--- config.mk ---
export PLATFORM = sky130hd
export DESIGN_NAME = sv32_walk_arbiter_flat
export DESIGN_NICKNAME = d
export VERILOG_FILES = /design/src/rtl/sv32_walk_arbiter_if.sv /design/src/rtl/sv32_walk_arbiter.sv /design/src/flat_wrapper.sv
export SDC_FILE = /design/constraint.sdc
export NUM_CORES = 1
export LEC_CHECK = 0
export ABC_CLOCK_PERIOD_IN_PS = 4450
export BUFFER_PORTS_ARGS = -buffer_cell sky130_fd_sc_hd__buf_2
export CAP_MARGIN = 30
export CORE_AREA = 2 2 84 167
export CTS_CLUSTER_DIAMETER = 100
export DETAILED_ROUTE_END_ITERATION = 7
export DIE_AREA = 0 0 86 169
export GPL_ROUTABILITY_DRIVEN = 0
export PLACE_DENSITY_LB_ADDON = 0.05
export REMOVE_ABC_BUFFERS = 1
export SYNTH_ARGS = -nofsm -noshare
export SYNTH_HDL_FRONTEND = slang
export SYNTH_SLANG_ARGS = --single-unit
export TNS_END_PERCENT = 30
--- constraint.sdc ---
create_clock -name clk -period 4.45 [get_ports clk]
set_clock_uncertainty 0.15 [all_clocks]
set_input_delay 0.2225 -clock clk [delete_from_list [all_inputs] [get_ports clk]]
set_output_delay 0.2225 -clock clk [all_outputs]
set_load 0.05 [all_outputs]
--- src/rtl/sv32_walk_arbiter_if.sv ---
// Requester, flush and walker-side signals of the sv32 walk arbiter.
// slave is the arbiter's view; master is the view of the core/walker around it.
interface sv32_walk_arbiter_if;
  logic        i_valid;
  logic [31:0] i_address;
  logic        i_ready;
  logic [31:0] i_pte;
  logic        d_valid;
  logic [31:0] d_address;
  logic        d_ready;
  logic [31:0] d_pte;
  logic        flush_req;
  logic        flush_ack;
  logic        walk_valid;
  logic        walk_ready;
  logic [31:0] walk_address;
  logic        walk_is_instruction;
  logic [31:0] walk_pte;
  logic        walk_tlb_flush;

  modport slave (
    input  i_valid, i_address, d_valid, d_address, flush_req, walk_ready, walk_pte,
    output i_ready, i_pte, d_ready, d_pte, flush_ack,
           walk_valid, walk_address, walk_is_instruction, walk_tlb_flush
  );

  modport master (
    output i_valid, i_address, d_valid, d_address, flush_req, walk_ready, walk_pte,
    input  i_ready, i_pte, d_ready, d_pte, flush_ack,
           walk_valid, walk_address, walk_is_instruction, walk_tlb_flush
  );
endinterface

--- src/rtl/sv32_walk_arbiter.sv ---
// Shares one sv32 table walker between fetch and data translation, round-robin
// on ties, and sequences TLB flushes so they never cut into a walk.
module sv32_walk_arbiter #(
  parameter int CNT_WIDTH    = 32,
  parameter int FLUSH_CYCLES = 1
) (
  input  logic                 clk,
  input  logic                 resetn,
  sv32_walk_arbiter_if.slave   bus,
  output logic [CNT_WIDTH-1:0] walk_count_i,
  output logic [CNT_WIDTH-1:0] walk_count_d
);
  localparam int FCW = $clog2(FLUSH_CYCLES + 1);

  typedef enum logic [1:0] {IDLE, BUSY, RESP, FLUSH} state_t;

  typedef struct packed {
    logic        is_i;
    logic [31:0] addr;
  } walk_req_t;

  state_t         state, state_nxt;
  walk_req_t      req_q;
  logic           last_grant;  // 1 = data was granted last
  logic [FCW-1:0] flush_cnt, flush_cnt_nxt;
  logic           grant_en, grant_d, complete;
  logic           i_ready_q, d_ready_q;
  logic [31:0]    i_pte_q, d_pte_q;

  always_comb begin
    state_nxt     = state;
    flush_cnt_nxt = flush_cnt;
    grant_en      = 1'b0;
    grant_d       = 1'b0;
    case (state)
      IDLE: begin
        if (bus.flush_req) begin
          state_nxt     = FLUSH;
          flush_cnt_nxt = FCW'(FLUSH_CYCLES);
        end else if (bus.i_valid || bus.d_valid) begin
          grant_en  = 1'b1;
          // on a tie, data wins only if fetch was granted last
          grant_d   = bus.d_valid && (!bus.i_valid || !last_grant);
          state_nxt = BUSY;
        end
      end
      BUSY:  if (bus.walk_ready) state_nxt = RESP;
      RESP:  state_nxt = IDLE;
      FLUSH: begin
        flush_cnt_nxt = flush_cnt - FCW'(1);
        if (flush_cnt == FCW'(1)) state_nxt = IDLE;
      end
      default: state_nxt = IDLE;
    endcase
  end

  assign complete = (state == BUSY) && bus.walk_ready;

  always_ff @(posedge clk) begin
    if (!resetn) begin
      state        <= IDLE;
      req_q        <= '0;
      last_grant   <= 1'b1;
      flush_cnt    <= '0;
      i_ready_q    <= 1'b0;
      d_ready_q    <= 1'b0;
      i_pte_q      <= '0;
      d_pte_q      <= '0;
      walk_count_i <= '0;
      walk_count_d <= '0;
    end else begin
      state     <= state_nxt;
      flush_cnt <= flush_cnt_nxt;
      i_ready_q <= 1'b0;
      d_ready_q <= 1'b0;
      if (grant_en) begin
        req_q      <= '{is_i: !grant_d, addr: grant_d ? bus.d_address : bus.i_address};
        last_grant <= grant_d;
      end
      // a requester that has given up still gets its walk counted, but no ready
      if (complete) begin
        if (req_q.is_i) begin
          i_pte_q      <= bus.walk_pte;
          i_ready_q    <= bus.i_valid;
          walk_count_i <= walk_count_i + CNT_WIDTH'(1);
        end else begin
          d_pte_q      <= bus.walk_pte;
          d_ready_q    <= bus.d_valid;
          walk_count_d <= walk_count_d + CNT_WIDTH'(1);
        end
      end
    end
  end

  assign bus.walk_valid          = (state == BUSY);
  assign bus.walk_address        = req_q.addr;
  assign bus.walk_is_instruction = req_q.is_i;
  assign bus.walk_tlb_flush      = (state == FLUSH);
  assign bus.flush_ack           = (state == FLUSH) && (flush_cnt == FCW'(1));
  assign bus.i_ready             = i_ready_q;
  assign bus.i_pte               = i_pte_q;
  assign bus.d_ready             = d_ready_q;
  assign bus.d_pte               = d_pte_q;
endmodule
--- src/flat_wrapper.sv ---
// flat-port wrapper written by rule: the top's interface ports become plain ports
module sv32_walk_arbiter_flat 
#(
  parameter int CNT_WIDTH    = 32,
  parameter int FLUSH_CYCLES = 1
)
  (clk, resetn, walk_count_i, walk_count_d, bus_i_valid, bus_i_address, bus_d_valid, bus_d_address, bus_flush_req, bus_walk_ready, bus_walk_pte, bus_i_ready, bus_i_pte, bus_d_ready, bus_d_pte, bus_flush_ack, bus_walk_valid, bus_walk_address, bus_walk_is_instruction, bus_walk_tlb_flush);
  sv32_walk_arbiter_if bus_i ();
  input  logic clk;
  input  logic resetn;
  output logic [CNT_WIDTH-1:0] walk_count_i;
  output logic [CNT_WIDTH-1:0] walk_count_d;
  input wire logic [$bits(bus_i.i_valid)-1:0] bus_i_valid;
  input wire logic [$bits(bus_i.i_address)-1:0] bus_i_address;
  input wire logic [$bits(bus_i.d_valid)-1:0] bus_d_valid;
  input wire logic [$bits(bus_i.d_address)-1:0] bus_d_address;
  input wire logic [$bits(bus_i.flush_req)-1:0] bus_flush_req;
  input wire logic [$bits(bus_i.walk_ready)-1:0] bus_walk_ready;
  input wire logic [$bits(bus_i.walk_pte)-1:0] bus_walk_pte;
  output wire logic [$bits(bus_i.i_ready)-1:0] bus_i_ready;
  output wire logic [$bits(bus_i.i_pte)-1:0] bus_i_pte;
  output wire logic [$bits(bus_i.d_ready)-1:0] bus_d_ready;
  output wire logic [$bits(bus_i.d_pte)-1:0] bus_d_pte;
  output wire logic [$bits(bus_i.flush_ack)-1:0] bus_flush_ack;
  output wire logic [$bits(bus_i.walk_valid)-1:0] bus_walk_valid;
  output wire logic [$bits(bus_i.walk_address)-1:0] bus_walk_address;
  output wire logic [$bits(bus_i.walk_is_instruction)-1:0] bus_walk_is_instruction;
  output wire logic [$bits(bus_i.walk_tlb_flush)-1:0] bus_walk_tlb_flush;
  assign bus_i.i_valid = bus_i_valid;
  assign bus_i.i_address = bus_i_address;
  assign bus_i.d_valid = bus_d_valid;
  assign bus_i.d_address = bus_d_address;
  assign bus_i.flush_req = bus_flush_req;
  assign bus_i.walk_ready = bus_walk_ready;
  assign bus_i.walk_pte = bus_walk_pte;
  assign bus_i_ready = bus_i.i_ready;
  assign bus_i_pte = bus_i.i_pte;
  assign bus_d_ready = bus_i.d_ready;
  assign bus_d_pte = bus_i.d_pte;
  assign bus_flush_ack = bus_i.flush_ack;
  assign bus_walk_valid = bus_i.walk_valid;
  assign bus_walk_address = bus_i.walk_address;
  assign bus_walk_is_instruction = bus_i.walk_is_instruction;
  assign bus_walk_tlb_flush = bus_i.walk_tlb_flush;
  sv32_walk_arbiter #(.CNT_WIDTH(CNT_WIDTH), .FLUSH_CYCLES(FLUSH_CYCLES)) u_core (.clk(clk), .resetn(resetn), .bus(bus_i), .walk_count_i(walk_count_i), .walk_count_d(walk_count_d));
endmodule
==> results.yml <==
power:
  leakagePower_nw: 4.18
  p_per_area_nw_per_um2: 375
  power_mw: 3.58
  irDropWorstVdd_mv: 0.260
logic_synthesis:
  syn_inst: 761
  synth_area_leaders: "dfxtp_1, nand2_1, a21oi_1"
  async_reset_ff_share_pct: 0
  synth_edf_count: 0
  ys_seq_area_share_pct: 51.4
  yosysWarnings: 0
  yosysTopAreaCell: "dfxtp_1"
  synth_ff_type: "dfxtp_1"
  yosysTopAreaCellShare_pct: 51.4
  synth.distinct_cells: 36
  ys_ff_latch: 167
  syn_avg_cell_area_sq_um: 8.55
  netlist_area_sq_um: 6500
run:
  max_cap_violations: 0
finish:
  fin_cells: 1281
  antenna_cells: 0
  drive_gt1_share_pct: 28.7
  final_util_pct: 71.9
  area_growth_pct: 46.8
  fin_area_sq_um: 9550
  n_fill_cell: 1045
  finalNetCount: 1217
clock_network:
  clockBufferDepth: 2
  cts.clk_slew.worst_paths_ns: 0.07
  worstSkewPairLatency_ns: 0.41
  htreeDepth: 4
  cts.sinks: 167
  cts-root-buf: "clkbuf_16"
  cts_hold_buf: 99
  cts_tree: "done"
  cts_setup_buffers: 0
  numCtsBuffers: 17
  cts_resized: 0
timing:
  relSlewSlack_pct: 47.3
  slew_violations: 0
  setup_viol: 0
  maxClockFrequency_mhz: 341
  worst_pin_slew_ns: 0.790
  setup_tns_ns: 0
  min_period_ns: 2.93
  min_period_over_period_pct: 65.9
  final_hold_viol_count: 0
  grt_setup_unrepaired: "false"
placement:
  place_area_sq_um: 7970
  hpwlAfterDp_um: 12800
  post-place-cells: 1150
  portBuffers: 267
critical_path:
  r2r_end: "u_core.bus.walk_address[26]"
  crit_path_end_kind: "register"
  crit_required_ns: 4.57
  worstPathArrival_ns: 3.05
  crit_fanout: 36
  r2r_slack_ns: 1.52
  path_class: "reg -> reg"
  rr_worst_depth: 8
  reg2reg_from: "u_core.state[1]"
  cp-startpoint: "u_core.state[1]"
  cp-start-kind: "register"
  endpoint: "u_core.bus.walk_address[26]"
grt:
  grt_max_degree: 79
  grt.busiest_layer: "met2"
  grt.met2_usage_pct: 44.2
  grt_pass1_wl_um: 32600
  grt_usage_pct: 27.9
  grt_pass1_vias: 6693
  grt-ovfl-total: 0
  antenna_found_initial: 0
  grt_use_met3_pct: 7.80
  use_met1_pct: 34.0
worst_hold_path:
  hp-class: "in -> reg"
routing:
  wl_per_cell_um: 16.1
  num_vias: 6919
  via_per_inst: 5.40
  antenna_left: 0
  drc: 4
  drt_iter0_markers: 543
  drtPass1Iterations: 8
  drt-total-wl_um: 20600
floorplanning:
  die_y_um: 169
  num_io_pins: 268
  fp.coreArea_sq_um: 13300
  die_area_sq_um: 14500
  start_util_pct: 49.0
  chipWidth_um: 86
  rows: 60
outcome:
  outcome: "complete, but fails checks"
  violations: "design-rule violations"
metal layers:
layer | wire length, um | share of wire (%)
met4 | 910 | 4.4
met2 | 9830 | 48
met3 | 1670 | 8.1
met1 | 8230 | 40
met5 | 0 | 0
placed cells by master, fill, tap and decap left out, types with 23 or more instances in the layout:
| cell type | n |
|---|---|
| buf_2 | 267 |
| dfxtp_1 | 167 |
| nand2_1 | 156 |
| nor2_1 | 99 |
| dlygate4sd3_1 | 99 |
| a21oi_1 | 80 |
| xor2_1 | 38 |
| a222oi_1 | 31 |
| nand4_1 | 29 |
| nand3_1 | 23 |
area by class of cell:
class	instances	area [sq um]	share of cell area [%]
Inverter	12	47.5	0.498
Timing Repair Buffer	376	2410	25.2
Sequential cell	167	3340	35.0
Clock inverter	14	156	1.64
Clock buffer	18	429	4.49
Multi-Input combinational cell	539	2970	31.1
Tap cell	155	194	2.03
report_power, final:
group | switching [mW] | internal, mW | total [mW]
Combinational | 0.338 | 0.207 | 0.544
Clock | 0.661 | 0.799 | 1.46
Sequential | 0.0353 | 1.54 | 1.58
Total | 1.03 | 2.55 | 3.58
through the flow:
step                      worst slack, ns  hold WS, ns
final                                1.52       0.0367
after global routing                 1.40       0.0455
after global placement               1.87        0.289
after floorplan                      1.26        0.194
after detailed placement             1.88        0.293
after CTS                            1.66       0.0189
logic make-up after synthesis:
family,Yosys count,share of synthesized area (%)
XOR/XNOR,54,7.27
AO/OA/AOI/OAI,123,11.9
multiplexers,1,0.154
adder cells (fa/ha/maj),2,0.385
buffers and inverters,55,3.25
AND/OR/NAND/NOR,359,25.6
flip-flops,167,51.4
critical path, cell delays in order, from the launching register on:
cell and delay (ns):
dfxtp_1 0.56, nor3_1 0.14, o21ai_2 0.07, buf_4 0.36, nor2_2 0.22, buf_8 0.22
a222oi_1 0.39, dlygate4sd3_1 0.63, nor2_1 0.05
synth_stat cells (2+ instances only):
| master | count |
|---|---|
| nand2_1 | 156 |
| nor4_2 | 2 |
| nor4_1 | 5 |
| ha_1 | 2 |
| and3_1 | 8 |
| dfxtp_1 | 167 |
| a21oi_1 | 80 |
| nand4_1 | 29 |
| nor3_1 | 9 |
| buf_2 | 4 |
| inv_1 | 11 |
| or3_1 | 7 |
| clkbuf_1 | 39 |
| and2_1 | 8 |
| xnor2_1 | 16 |
| xor2_1 | 38 |
| nor4_4 | 2 |
| a222oi_1 | 31 |
| nand3_1 | 23 |
| nor2_1 | 100 |
| o21ai_0 | 9 |
how the worst min path moves through the flow:
stage,start,endpoint,slack (ns),cells after the start
after floorplan,resetn,u_core.bus.walk_address[31],0.19,1
after global placement,u_core.bus.d_pte[21],u_core.bus.d_pte[21],0.29,2
after detailed placement,u_core.bus.i_pte[1],u_core.bus.i_pte[1],0.29,2
after CTS,bus_flush_req,u_core.state[0],0.02,4
after global routing,bus_flush_req,u_core.state[0],0.05,4
final,bus_flush_req,u_core.state[0],0.04,4
flip-flops by register name, indices dropped and copies added, names as in the netlist:
| name | count |
|---|---|
| u_core.bus.d_pte | 32 |
| u_core.walk_count_i | 32 |
| u_core.bus.walk_address | 32 |
| u_core.bus.i_ready | 1 |
| u_core.state | 2 |
| u_core.last_grant | 1 |
| u_core.walk_count_d | 32 |
| u_core.bus.d_ready | 1 |
| u_core.flush_cnt | 1 |
| u_core.bus.walk_is_instruction | 1 |
| u_core.bus.i_pte | 32 |
No activity file was read; power rests on OpenSTA's default activity.
